===== src/rtl/sha256_round_core.sv =====
// SHA-256 compression core: one round per clock, with the message schedule computed on the fly.
// The K constants come from an external ROM addressed by the registered k_idx.
module sha256_round_core (
    input  logic         clk,
    input  logic         rst,
    input  logic         start,
    input  logic         init,
    input  logic [511:0] block_in,
    output logic [5:0]   k_idx,
    input  logic [31:0]  k_in,
    output logic         busy,
    output logic         done,
    output logic [255:0] digest
);

    typedef enum logic [1:0] {StIdle, StRound, StFinal} state_e;

    localparam logic [31:0] IV [8] = '{
        32'h6a09e667, 32'hbb67ae85, 32'h3c6ef372, 32'ha54ff53a,
        32'h510e527f, 32'h9b05688c, 32'h1f83d9ab, 32'h5be0cd19
    };

    function automatic logic [31:0] rotr(input logic [31:0] x, input int unsigned n);
        return (x >> n) | (x << (32 - n));
    endfunction

    state_e      state_q, state_d;
    logic [5:0]  t_q, t_d;
    logic        busy_q, busy_d;
    logic        done_q, done_d;
    logic [31:0] wk_q [8];
    logic [31:0] wk_d [8];
    logic [31:0] hb_q [8];
    logic [31:0] hb_d [8];
    logic [31:0] w_q  [16];
    logic [31:0] w_d  [16];
    logic [31:0] dg_q [8];
    logic [31:0] dg_d [8];

    logic [31:0] big_s0, big_s1, ch, maj, t1, t2, w_new;

    // Working registers: wk[0..7] = a..h; w_q[0] always holds W[t].
    always_comb begin
        big_s1 = rotr(wk_q[4], 6) ^ rotr(wk_q[4], 11) ^ rotr(wk_q[4], 25);
        big_s0 = rotr(wk_q[0], 2) ^ rotr(wk_q[0], 13) ^ rotr(wk_q[0], 22);
        ch     = (wk_q[4] & wk_q[5]) ^ (~wk_q[4] & wk_q[6]);
        maj    = (wk_q[0] & wk_q[1]) ^ (wk_q[0] & wk_q[2]) ^ (wk_q[1] & wk_q[2]);
        t1     = wk_q[7] + big_s1 + ch + k_in + w_q[0];
        t2     = big_s0 + maj;
        w_new  = (rotr(w_q[14], 17) ^ rotr(w_q[14], 19) ^ (w_q[14] >> 10))
               + (rotr(w_q[1], 7) ^ rotr(w_q[1], 18) ^ (w_q[1] >> 3))
               + w_q[9] + w_q[0];
    end

    always_comb begin
        state_d = state_q;
        t_d     = t_q;
        busy_d  = busy_q;
        done_d  = 1'b0;
        wk_d    = wk_q;
        hb_d    = hb_q;
        w_d     = w_q;
        dg_d    = dg_q;

        unique case (state_q)
            StIdle: begin
                if (start) begin
                    for (int i = 0; i < 8; i++) begin
                        wk_d[i] = init ? IV[i] : dg_q[i];
                        hb_d[i] = init ? IV[i] : dg_q[i];
                    end
                    for (int i = 0; i < 16; i++) begin
                        w_d[i] = block_in[511 - 32 * i -: 32];
                    end
                    t_d     = 6'd0;
                    busy_d  = 1'b1;
                    state_d = StRound;
                end
            end
            StRound: begin
                wk_d[0] = t1 + t2;
                wk_d[1] = wk_q[0];
                wk_d[2] = wk_q[1];
                wk_d[3] = wk_q[2];
                wk_d[4] = wk_q[3] + t1;
                wk_d[5] = wk_q[4];
                wk_d[6] = wk_q[5];
                wk_d[7] = wk_q[6];
                for (int i = 0; i < 15; i++) begin
                    w_d[i] = w_q[i + 1];
                end
                w_d[15] = w_new;
                t_d     = t_q + 6'd1;
                if (t_q == 6'd63) begin
                    state_d = StFinal;
                end
            end
            StFinal: begin
                for (int i = 0; i < 8; i++) begin
                    dg_d[i] = hb_q[i] + wk_q[i];
                end
                done_d  = 1'b1;
                busy_d  = 1'b0;
                state_d = StIdle;
            end
            default: state_d = StIdle;
        endcase
    end

    always_ff @(posedge clk) begin
        if (rst) begin
            state_q <= StIdle;
            t_q     <= 6'd0;
            busy_q  <= 1'b0;
            done_q  <= 1'b0;
            for (int i = 0; i < 8; i++) begin
                wk_q[i] <= 32'd0;
                hb_q[i] <= 32'd0;
                dg_q[i] <= IV[i];
            end
            for (int i = 0; i < 16; i++) begin
                w_q[i] <= 32'd0;
            end
        end else begin
            state_q <= state_d;
            t_q     <= t_d;
            busy_q  <= busy_d;
            done_q  <= done_d;
            wk_q    <= wk_d;
            hb_q    <= hb_d;
            w_q     <= w_d;
            dg_q    <= dg_d;
        end
    end

    assign k_idx  = t_q;
    assign busy   = busy_q;
    assign done   = done_q;
    assign digest = {dg_q[0], dg_q[1], dg_q[2], dg_q[3], dg_q[4], dg_q[5], dg_q[6], dg_q[7]};

endmodule


===== config.mk =====
export PLATFORM = sky130hd
export DESIGN_NAME = sha256_round_core
export DESIGN_NICKNAME = d
export VERILOG_FILES = /design/src/rtl/sha256_round_core.sv
export SDC_FILE = /design/constraint.sdc
export NUM_CORES = 2
export LEC_CHECK = 0
export CORE_ASPECT_RATIO = 1.1
export CORE_MARGIN = 1
export CORE_UTILIZATION = 58
export CTS_CLUSTER_SIZE = 24
export DETAILED_ROUTE_END_ITERATION = 8
export PLACE_DENSITY = 0.88
export SETUP_SLACK_MARGIN = 0.3
export SLEW_MARGIN = 20
export SYNTH_ARGS = -nofsm -noshare
export SYNTH_HDL_FRONTEND = slang
export SYNTH_SLANG_ARGS = --single-unit
export TNS_END_PERCENT = 30

===== constraint.sdc =====
create_clock -name clk -period 8.9 [get_ports clk]
set_input_delay 1.78 -clock clk [delete_from_list [all_inputs] [get_ports clk]]
set_output_delay 1.78 -clock clk [all_outputs]
set_load 0.01 [all_outputs]

== Yosys cells after proc, flatten, opt, wreduce, memory -nomap -nowiden ==
Index checks and enable logic that the tools add are counted.

* Bits in read-only memories: 0
* Bits in writable memories: 0
* Memories kept: 0
* Flip-flop bits (word level): 1290
* Latch bits: 0
* Input port bits: 548
* Output and inout bits: 264
* Logic and storage cells: 122

* Shift operators: 0
* Divide/modulo/power cells: 0
* Eq/ne operators: 5
* Multipliers: 0
* Order comparisons: 0
* Add/subtract/negate cells: 19
* Reductions and logical operators: 7
* Bitwise logic cells: 27
* Mux-type cells: 20

{| class="wikitable"
|+ Operators by type and width
! operator !! number
|-
| 512-bit case mux with 2 select lines || 1
|-
| 32-bit adder || 18
|-
| 512-bit 2-to-1 mux || 1
|-
| 256-bit case mux with 2 select lines || 1
|-
| 32-bit XOR || 9
|-
| 256-bit 2-to-1 mux || 1
|-
| 32-bit 2-to-1 mux || 8
|-
| 32-bit AND || 5
|-
| 32-bit inverter || 1
|-
| 10-bit by 32-bit bitwise OR with 32-bit output || 1
|-
| 13-bit by 32-bit bitwise OR with 32-bit output || 1
|-
| 14-bit by 32-bit bitwise OR with 32-bit output || 1
|-
| 15-bit by 32-bit bitwise OR with 32-bit output || 1
|-
| 19-bit by 32-bit bitwise OR with 32-bit output || 1
|-
| 21-bit by 32-bit bitwise OR with 32-bit output || 1
|-
| 25-bit by 32-bit bitwise OR with 32-bit output || 1
|-
| 26-bit by 32-bit bitwise OR with 32-bit output || 1
|-
| 30-bit by 32-bit bitwise OR with 32-bit output || 1
|-
| 7-bit by 32-bit bitwise OR with 32-bit output || 1
|-
| 32-bit by 22-bit XOR with 32-bit output || 1
|-
| 32-bit by 29-bit XOR with 32-bit output || 1
|-
| 6-bit case mux with 2 select lines || 1
|-
| 2-bit AND reduction || 4
|-
| 6-bit by 1-bit adder with 6-bit output, second input constant || 1
|-
| 11 further kinds || 15
|}

== Longest topological paths before layout ==
* Depth in word-level cells: 9
* Gate-level depth with buffers: 33

== Worst setup path after synthesis ==
No wires, ideal clock.

* Path kind: input-to-reg
* From: input k_in[2]
* To: register wk_q[255] (netlist name)
* Slack: 1.143 ns
* Data arrival time: 7.625 ns
* Setup time: 0.133 ns
* Cell stages on the path: 28
* Cell sequence: inv_1 > fa_1 > inv_1 > fa_1 > inv_1 > fa_1 > inv_1 > ha_1 > a21o_1 > a21oi_1 > o21ai_0 > a31oi_1 > o21ai_0 > a31oi_1 > nor2_1 > nor2_1 > xnor2_1 > fa_1 > ha_1 > and4_1 > and4_1 > nand2_1 > a21oi_1 > o41ai_1 > a21oi_1 > a311oi_1 > xor2_1 > o22ai_1

* Longest elaborated chain between the ends: 4

{| class="wikitable"
|+ Ends and longest elaborated chain
! what !! RTL line !! text
|-
| start, declared || 10 || <nowiki>input logic [31:0] k_in,</nowiki>
|-
| 32-bit adder (2 in series) || 48 || <nowiki>t1 = wk_q[7] + big_s1 + ch + k_in + w_q[0];</nowiki>
|-
| 32-bit adder || 81 || <nowiki>wk_d[0] = t1 + t2;</nowiki>
|-
| 256-bit case mux with 2 select lines || 65 || <nowiki>unique case (state_q)</nowiki>
|-
| end signal, assigned || 129 || <nowiki>wk_q <= wk_d;</nowiki>
|-
| end, declared || 31 || <nowiki>logic [31:0] wk_q [8];</nowiki>
|}

No other way between the ends.
A chain may end at the register's enable or synchronous reset.

== Worst setup path in the final report ==
Ends and elaborated chain as after synthesis.

==> summary.md <==
| Metric | Value |
|---|---|
| Status | completed |
| Mean Syn Cell Area | 7.889 um^2 |
| Unrepaired setup endpoints after global routing | true |
| Synth cell types | 81 |
| R2R cell count | 31 |
| Area Overhead vs Synth | 18.67% |
| Global-route wire length before repair | 463.5 mm |
| Critical R2R Capture | wk_q[255] |
| DR vias/cell | 6.547 |
| Internal power | 22.42 mW |
| CP required | 9.54 ns |
| Worst min path class | flop to flop |
| Postcts setup bufs | 0 |
| Slowest cell delay on critical path | 0.58 ns |
| Initial drt markers | 10,040 |
| Number of port buffers | 811 |
| Clk_skew | 0.03694 ns |
| Peak supply drop | 0.9962 mV |
| Sequential share of power | 0.170 |
| Placed wire-length estimate | 232.5 mm |
| Initial antenna violation count | 37 |
| Max_cap viols | 0 |
| Startpoint types | input port |
| Comb pwr share | 0.684 |
| Post-Route Setup TNS | 0 ns |
| Final setup viols | 0 |
| Mapped Cells | 9,636 |
| Vias | 77,692 |
| CP max stage cell | fa_1 |
| Fin worst setup slack | 0.5969 ns |
| Site Rows | 138 |
| Worst-Margin Slew | 1.168 ns |
| NetSw | 20.39 mW |
| Critical Path AT | 8.94 ns |
| Minimum clock period | 8.303 ns |
| Pre-CTS WS | -0.4272 ns |
| EDFF count, synth | 0 |
| Max-slew headroom | 0.2211 |
| Worst setup EP type | flop |
| FFs w/ async S/R, synth | 0 |
| Pwr/cell area | 474.6 mW/mm^2 |
| Largest net degree at the start of global routing | 287 |
| Die footprint | 0.1325 mm^2 |
| Synth cell count leaders | 1,735 x nand2_1, 1,290 x dfxtp_1, 1,039 x nor2_1 |
| Static Leak | 37.24 nW |
| WL per Instance | 26.82 um |
| Skew-Pair Late Insertion Delay | 0.82 ns |
| Worst r2r src | wk_q[113] |
| I/O pin count | 812 |
| Die W | 347.2 um |
| Yosys top cell by area | dfxtp_1 |
| Post-synth top area share | 0.3397 |
| Fmax | 120.4 MHz |
| Synthesized Nets | 10,752 |
| Synth Flop Type | dfxtp_1 |
| Synth top area cells | dfxtp_1 34%, nand2_1 8.6%, ha_1 6.1%, a311oi_1 5.7%, fa_1 5.1% |
| TritonCTS buffer count | 139 |
| Sink Count | 1,290 |
| Share of cells above drive strength 1 | 0.04922 |
| Switching Fraction | 0.4763 |
| Slew Limit Fails | 0 |
| Routability cong. | 1.023 |
| Period utilisation layout | 0.9329 |
| Sequential share of the synthesized area | 0.3397 |
| Vias in the first global route | 72,336 |
| Die Span Y | 381.7 um |
| Clock Power Share | 0.146 |
| Worst Path Max Fanout | 3 |
| Post-route ant nets | 0 |
| Tot GR Track Use | 0.4649 |
| Hold path startpoint | hb_q[252] |
| Total power | 42.82 mW |
| Worst hold path stage count | 2 |
| Setup CP Type | input port to flop |
| Grt ovf | 0 |
| Clk root buf | clkbuf_16 |
| Fin cells | 11,866 |
| Final hold vios | 0 |
| Worst reg2reg setup slack | 1.58 ns |
| Initial Util | 0.5878 |
| CTS tree | done |
| Htree depth | 4 |
| Placed Cells | 11,587 |
| WHS Endpoint | hb_q[252] |
| Filler instances | 10,118 |
| #FFs+latches synth | 1,290 |
| Core area | 0.1293 mm^2 |
| Clock-pin slew on the worst setup and hold paths | 0.06 ns |
| CTS max path bufs | 3 |
| Nets | 11,165 |
| Synthesized area | 0.07602 mm^2 |
| Synth warn | 0 |
| DRT Wirelength | 318.2 mm |
| # DRC | 0 |
| Most frequent cell after synthesis | nand2_1 |
| Detailed-router iteration count before antenna repair | 8 |
cell type report:
class / count / area [um^2] / area share
multi-input combinational: 7151 / 45800 / 0.5077
clock inverter: 56 / 825.8 / 0.009154
tap: 1680 / 2102 / 0.02330
timing repair buffer: 1020 / 9847 / 0.1092
clock buffer: 195 / 4060 / 0.04501
sequential: 1290 / 25820 / 0.2863
antenna: 27 / 67.56 / 0.0007490
inverter: 447 / 1682 / 0.01864
kinds of logic after synthesis:
| family | Yosys count | synth area share |
|---|---|---|
| xor+xnor | 541 | 0.06233 |
| compound gates | 2505 | 0.2273 |
| flops | 1290 | 0.3397 |
| mux | 45 | 0.006074 |
| simple gates | 3470 | 0.1900 |
| buf+inv | 1195 | 0.05901 |
| fa+ha+maj | 590 | 0.1156 |
registers in the layout, summed over array words and instances (netlist names):
signal and flops:
busy 1, digest 256, done 1, hb_q 256, k_idx 6, state_q 2, w_q 512, wk_q 256
metrics by stage:
stage | area, um^2 | hold slack (ns) | util
2_1_floorplan | 76020 | 0.4400 | -
3_3_place_gp | 85200 | 0.4453 | 0.6588
3_5_place_dp | 85200 | 0.4516 | 0.6588
4_1_cts | 90090 | 0.4604 | 0.6966
5_1_grt | 90190 | 0.4761 | 0.6973
6_report | 90210 | 0.4594 | 0.6975
layout by cell type (no fill, tap or decap), types with 18 or more instances in the layout:
| master | n |
|---|---|
| o31ai_1 | 32 |
| a21oi_1 | 668 |
| nand4_1 | 32 |
| nor3_1 | 154 |
| nand2_1 | 1731 |
| a21o_1 | 163 |
| a31oi_1 | 42 |
| clkbuf_16 | 140 |
| and3_1 | 124 |
| fa_1 | 195 |
| clkbuf_1 | 20 |
| o22ai_1 | 41 |
| dfxtp_1 | 1290 |
| maj3_1 | 22 |
| xor2_1 | 207 |
| nand2b_1 | 43 |
| clkdlybuf4s50_1 | 809 |
| or3_1 | 29 |
| ha_1 | 373 |
| xnor2_1 | 332 |
| a22oi_1 | 28 |
| inv_1 | 444 |
| diode_2 | 27 |
| nand3_1 | 176 |
| o221ai_1 | 18 |
| o21bai_1 | 40 |
| a311oi_1 | 496 |
| o21a_1 | 63 |
| nor2b_1 | 50 |
| buf_4 | 198 |
| clkinv_2 | 23 |
| o211ai_1 | 183 |
| a211oi_1 | 277 |
| nor2_1 | 1035 |
| o21ai_0 | 277 |
| mux2i_1 | 36 |
| and2_1 | 18 |
| clkbuf_8 | 35 |
per-layer routing:
layer / track usage / up-vias / routed length [um]
met3: 0.1146 / 1281 / 38020
li1: - / 34537 / -
met5: 0 / - / 133
met2: 0.6899 / 5129 / 134500
met4: 0.3855 / 22 / 30880
met1: 0.5695 / 36723 / 114600
power by group through the flow:
stage | clock (mW) | sequential, mW | combinational (mW)
6_report | 6.25 | 7.26 | 29.3
5_1_grt | 6.47 | 7.24 | 31.7
4_1_cts | 6.24 | 7.18 | 28.7
3_5_place_dp | 0 | 7.30 | 28.4
3_3_place_gp | 0 | 7.28 | 28.4
2_1_floorplan | 0 | 6.70 | 17.9
critical path, delay by kind of cell:
family / cells / cell delay (ns)
adder cells (fa/ha/maj): 6 / 2.68
AO/OA/AOI/OAI: 11 / 2.12
AND/OR/NAND/NOR: 6 / 0.81
XOR/XNOR: 2 / 0.30
buffers and inverters: 8 / 1.26
how the worst max path moves through the flow:
stage	start	end	slack, ns	depth (start not counted)
floorplan	k_in[2]	wk_q[255]	1.14	28
global placement	k_in[2]	wk_q[255]	-0.33	31
detailed placement	k_in[2]	wk_q[255]	-0.43	31
CTS	k_in[2]	wk_q[255]	0.39	31
global route	k_in[2]	wk_q[255]	0.28	33
finish	k_in[2]	wk_q[255]	0.60	33
what timing repair did:
item / in CTS / in global routing
hold buffers: 0 / 0
endpoints found under the setup margin: 0 / 7
resized for setup: 0 / 6
hold endpoints to repair: 0 / 0
Power figures use the tool's default switching activity.
